## src/rtl/oldest_select_pipe.sv

```systemverilog
// Pipelined oldest-ready-entry selector: input capture stage, combinational
// wrap-safe age reduction, result stage, valid/ready handshake on both sides.
module oldest_select_pipe #(
    parameter int unsigned ENTNUM = 8,
    parameter int unsigned ENTLEN = 3,
    parameter int unsigned VALLEN = 8
) (
    input  logic                       clk_i,
    input  logic                       rst_n_i,
    input  logic                       flush_i,
    input  logic                       req_valid_i,
    output logic                       req_ready_o,
    input  logic [VALLEN-1:0]          head_i,
    input  logic [ENTNUM-1:0]          ready_vector_i,
    input  logic [ENTNUM*ENTLEN-1:0]   entry_vector_i,
    input  logic [ENTNUM*VALLEN-1:0]   value_vector_i,
    output logic                       rsp_valid_o,
    input  logic                       rsp_ready_i,
    output logic                       found_o,
    output logic [ENTLEN-1:0]          oldest_entry_o,
    output logic [VALLEN-1:0]          oldest_value_o,
    output logic [$clog2(ENTNUM)-1:0]  oldest_index_o
);

    localparam int unsigned IDXLEN = $clog2(ENTNUM);
    localparam int unsigned KEYLEN = VALLEN + 1;

    if (ENTNUM < 2 || (ENTNUM & (ENTNUM - 1)) != 0) begin : g_bad_entnum
        $error("oldest_select_pipe: ENTNUM must be a power of two >= 2");
    end

    // Stage A: captured request
    logic                      r_a_valid;
    logic [VALLEN-1:0]         r_a_head;
    logic [ENTNUM-1:0]         r_a_ready;
    logic [ENTNUM*ENTLEN-1:0]  r_a_entry;
    logic [ENTNUM*VALLEN-1:0]  r_a_value;

    // Stage B: result
    logic                      r_b_valid;
    logic                      r_b_found;
    logic [ENTLEN-1:0]         r_b_entry;
    logic [VALLEN-1:0]         r_b_value;
    logic [IDXLEN-1:0]         r_b_index;

    logic                      w_b_en;
    logic                      w_a_en;
    logic                      w_a_load;
    logic                      w_found;
    logic [KEYLEN-1:0]         w_key;
    logic [KEYLEN-1:0]         w_best_key;
    logic [IDXLEN-1:0]         w_best_idx;
    logic [ENTLEN-1:0]         w_best_entry;
    logic [VALLEN-1:0]         w_best_value;

    assign w_b_en      = !r_b_valid | rsp_ready_i;
    assign w_a_en      = !r_a_valid | w_b_en;
    assign req_ready_o = w_a_en & !flush_i;
    assign w_a_load    = req_valid_i & req_ready_o;
    assign w_found     = |r_a_ready;

    // Key = {not ready, head-relative age}; strict compare keeps lowest slot on ties
    always_comb begin
        w_key        = '0;
        w_best_key   = '1;
        w_best_idx   = '0;
        w_best_entry = '0;
        w_best_value = '0;
        for (int k = 0; k < int'(ENTNUM); k++) begin
            w_key = {~r_a_ready[k], VALLEN'(r_a_value[k*VALLEN +: VALLEN] - r_a_head)};
            if (k == 0 || w_key < w_best_key) begin
                w_best_key   = w_key;
                w_best_idx   = IDXLEN'(k);
                w_best_entry = r_a_entry[k*ENTLEN +: ENTLEN];
                w_best_value = r_a_value[k*VALLEN +: VALLEN];
            end
        end
    end

    always_ff @(posedge clk_i or negedge rst_n_i) begin
        if (!rst_n_i) begin
            r_a_valid <= 1'b0;
            r_a_head  <= '0;
            r_a_ready <= '0;
            r_a_entry <= '0;
            r_a_value <= '0;
        end else begin
            if (flush_i) begin
                r_a_valid <= 1'b0;
            end else if (w_a_en) begin
                r_a_valid <= w_a_load;
            end
            if (w_a_load) begin
                r_a_head  <= head_i;
                r_a_ready <= ready_vector_i;
                r_a_entry <= entry_vector_i;
                r_a_value <= value_vector_i;
            end
        end
    end

    always_ff @(posedge clk_i or negedge rst_n_i) begin
        if (!rst_n_i) begin
            r_b_valid <= 1'b0;
            r_b_found <= 1'b0;
            r_b_entry <= '0;
            r_b_value <= '0;
            r_b_index <= '0;
        end else begin
            if (flush_i) begin
                r_b_valid <= 1'b0;
            end else if (w_b_en) begin
                r_b_valid <= r_a_valid;
            end
            if (w_b_en) begin
                r_b_found <= w_found;
                r_b_entry <= w_found ? w_best_entry : '0;
                r_b_value <= w_found ? w_best_value : '0;
                r_b_index <= w_found ? w_best_idx   : '0;
            end
        end
    end

    assign rsp_valid_o    = r_b_valid;
    assign found_o        = r_b_found;
    assign oldest_entry_o = r_b_entry;
    assign oldest_value_o = r_b_value;
    assign oldest_index_o = r_b_index;

endmodule

```

## config.mk

```make
export PLATFORM = sky130hd
export DESIGN_NAME = oldest_select_pipe
export DESIGN_NICKNAME = d
export VERILOG_FILES = /design/src/rtl/oldest_select_pipe.sv
export SDC_FILE = /design/constraint.sdc
export NUM_CORES = 1
export LEC_CHECK = 0
export BUFFER_PORTS_ARGS = -buffer_cell sky130_fd_sc_hd__buf_4
export CAP_MARGIN = 20
export CORE_MARGIN = 2
export CORE_UTILIZATION = 55
export CTS_BUF_LIST = sky130_fd_sc_hd__clkbuf_4
export CTS_CLUSTER_DIAMETER = 50
export CTS_CLUSTER_SIZE = 16
export DETAILED_ROUTE_END_ITERATION = 10
export PLACE_DENSITY = 0.74
export SLEW_MARGIN = 20
export SYNTH_ARGS = -nofsm -noshare
export SYNTH_HDL_FRONTEND = slang
export SYNTH_SLANG_ARGS = --single-unit
export TNS_END_PERCENT = 1
```

## constraint.sdc

```tcl
create_clock -name clk_i -period 16.89 [get_ports clk_i]
set_clock_uncertainty 0.15 [all_clocks]
set_input_delay 2.5335 -clock clk_i [delete_from_list [all_inputs] [get_ports clk_i]]
set_output_delay 2.5335 -clock clk_i [all_outputs]
set_load 0.005 [all_outputs]
```

==> impl_metrics.yaml <==
synth:
  seq_area_frac_synth_pct: 31.6
  synth-xor-area-share_pct: 5.02
  ys_ff_latch: 121
  yosys-top-cells-area: "dfrtp_1 (32%), ha_1 (13%), mux2_2 (13%)"
  synth_most_common_cell: "dfrtp_1"
  synth_async_sr_flop_share_pct: 100
  yosys.area_share.simple_pct: 9.02
  muxShareOfSynthArea_pct: 15.5
  synth_edf_count: 0
  ys_top_cells_by_count: "dfrtp_1 (121), mux2_2 (107), ha_1 (103)"
  synth_nets: 1198
  synth_top_family_by_area: "compound AO/OA/AOI/OAI gates"
  syn-mean-instance-area_um2: 9.81
  ys.flop_type: "dfrtp_1"
  syn-cell-area_um2: 9590
  synth_fa_ha_area_share_pct: 15.3
  ys_warn_count: 0
  synthDistinctLibCells: 74
  syn_inst: 978
  synth-compound-area-share_pct: 19.8
  yosysTopAreaCell: "dfrtp_1"
  synth_top_area_share_pct: 31.6
cts:
  path_clk_slew_ns: 0.14
  clock_path_buffers: 2
  numCtsBuffers: 17
  cts_max_level: 4
  clockRootBuffer: "clkbuf_4"
  clock_sinks: 121
  clk_latency_ns: 0.56
  cts_tree: "yes"
critical_path:
  path_class: "flop to flop"
  worstPathMaxFanout: 25
  worst_ep_required_time_ns: 17.18
  slowest_stage: "dfrtp_2"
  end_kind: "flop"
  crit_top_cell: "o21ai_0"
  cp-start-kind: "flop"
  slowest_delay_ns: 0.55
  worst_ep_arrival_time_ns: 15.87
floorplanning:
  dieArea_um2: 18500
  core_um2: 17200
  ios: 126
  die_y_um: 136
  initial_core_util_pct: 55.8
  die_w_um: 136
  placementRows: 48
grt:
  grt_pass1_vias: 7794
  grt_max_degree: 75
  grtUsageTotal_pct: 27.9
  antenna_found_initial: 1
  grt_pass1_wl_mm: 40.2
  grt_overflow: 0
job:
  cap_violations: 0
route:
  avgRoutedWirePerCell_um: 18.4
  via_per_inst: 5.87
  drtAntennaViolNets: 0
  drt_iter0_drc: 568
  firstDrtPassIters: 5
  routed_wirelength_mm: 24.7
  drc: 0
  num_vias: 7878
sta:
  finalSetupTns_ns: 0
  period_share_pct: 92.3
  slew_violations: 0
  period_needed_ns: 15.59
  slew_headroom_pct: 40.5
  finalHoldViolCount: 0
  final-setup-viol-count: 0
  tightest_slew_ns: 0.893
  rsz0062_at_grt: "false"
  final.setup.worst_slack_ns: 1.30
  max_clock_freq_ghz: 0.0642
worst_hold_path:
  hold_path_class: "flop to flop"
cells_and_area:
  drive_above_1_share_pct: 27.3
  multiInputGateArea_um2: 6210
  seq_area_um2: 3030
  area_delta_synth_final_pct: 15.9
  final_area_um2: 11100
  fill_cells: 1432
  fin_nets: 1322
placement:
  place_area_um2: 10800
  port_buffers: 125
  place_congestion: 0.921
  place_ws_ns: 1.36
  dpl.hpwl_mm: 19.5
run_status:
  status: "finished, final reports clean"
[layer usage]
layer	GRT usage, %	wire length [um]	share of wire, %	vias to the layer above
met1	40.1	11800	48	3759
met5	0	0	0	-
met4	6.94	429	1.7	0
met2	44.2	11300	46	238
li1	-	-	-	3843
met3	4.36	1160	4.7	38
[per-stage QoR]
stage,utilization (%),hold WS (ns),cells
5_1_grt,64.7,0.377,1341
3_3_place_gp,62.7,0.312,1306
2_1_floorplan,-,0.323,978
6_report,64.7,0.354,1341
3_5_place_dp,62.7,0.331,1306
4_1_cts,64.6,0.361,1338
[area by class of cell]
cell class                 instances  share of cell area (%)
antenna                            1                  0.0225
timing repair buffer             138                    9.32
tap                              225                    2.53
clock inverter                    14                    1.69
clock buffer                      18                    1.22
sequential                       121                    27.3
multi-input combinational        763                    55.9
inverter                          61                    2.09
[worst paths after layout]
| path | start | endpoint | slack (ns) | depth (start not counted) |
|---|---|---|---|---|
| worst min register to register | found_o$_DFFE_PN0P_ | found_o$_DFFE_PN0P_ | 0.35 | 1 |
| max in group asynchronous | rst_n_i | r_a_value[56]$_DFFE_PN0P_ | 13.42 | 2 |
| worst max-delay path | r_a_head[0]$_DFFE_PN0P_ | oldest_value_o[6]$_DFFE_PN0P_ | 1.30 | 72 |
| worst min-delay path | found_o$_DFFE_PN0P_ | found_o$_DFFE_PN0P_ | 0.35 | 1 |
| worst max register to register | r_a_head[0]$_DFFE_PN0P_ | oldest_value_o[6]$_DFFE_PN0P_ | 1.30 | 72 |
| min in group asynchronous | rst_n_i | r_a_value[3]$_DFFE_PN0P_ | 1.84 | 1 |
[placed cells by master (no fill, tap or decap), types with 8 or more instances in the layout]
| master | synthesis | layout |
|---|---|---|
| xor2_1 | 14 | 14 |
| mux2_2 | 107 | 107 |
| nand2_1 | 53 | 51 |
| o211ai_1 | 13 | 13 |
| nand3_1 | 14 | 14 |
| a32oi_1 | 11 | 11 |
| o21ai_1 | 12 | 12 |
| clkbuf_4 | 0 | 18 |
| o21ai_0 | 51 | 51 |
| o21bai_1 | 9 | 9 |
| buf_4 | 0 | 138 |
| o21a_1 | 10 | 10 |
| inv_1 | 61 | 60 |
| dfrtp_1 | 121 | 120 |
| ha_1 | 103 | 103 |
| fa_1 | 8 | 8 |
| nor2_1 | 54 | 53 |
| nor3_1 | 9 | 9 |
| mux2i_1 | 28 | 28 |
| nor2b_1 | 14 | 14 |
| xnor2_1 | 41 | 41 |
| a211oi_1 | 11 | 11 |
| nand2b_1 | 13 | 12 |
| a21o_1 | 30 | 30 |
| a21oi_1 | 78 | 78 |
[worst max-delay path: cells and delay by family (launching register included)]
| kind | cells | cell delay (ns) |
|---|---|---|
| and+or+nand+nor | 24 | 4.26 |
| muxes | 1 | 0.32 |
| AOI/OAI and AO/OA | 32 | 6.35 |
| DFF | 1 | 0.55 |
| xor gates and xnor gates | 1 | 0.34 |
| buffers and inverters | 5 | 0.77 |
| adders and majority gates | 9 | 2.72 |
[state kept, by name, indices dropped and copies added, names as in the netlist]
signal / count
r_a_value: 64
oldest_value_o: 8
found_o: 1
oldest_index_o: 3
oldest_entry_o: 3
rsp_valid_o: 1
r_a_valid: 1
r_a_ready: 8
r_a_entry: 24
r_a_head: 8
[logic make-up after synthesis]
| group | Yosys count |
|---|---|
| AOI/OAI and AO/OA | 279 |
| and+or+nand+nor | 181 |
| muxes | 135 |
| DFF | 121 |
| adders and majority gates | 113 |
| buffers and inverters | 94 |
| xor gates and xnor gates | 55 |
[what timing repair did]
item,in CTS,in global routing
buffers inserted,0,2
endpoints found under the hold margin,0,0
gates resized for setup,0,4
setup endpoints to repair,0,12
hold buffers,0,0
Power is not shown: default switching activity piles up to over one toggle a cycle in this logic, so the estimate is an artifact.
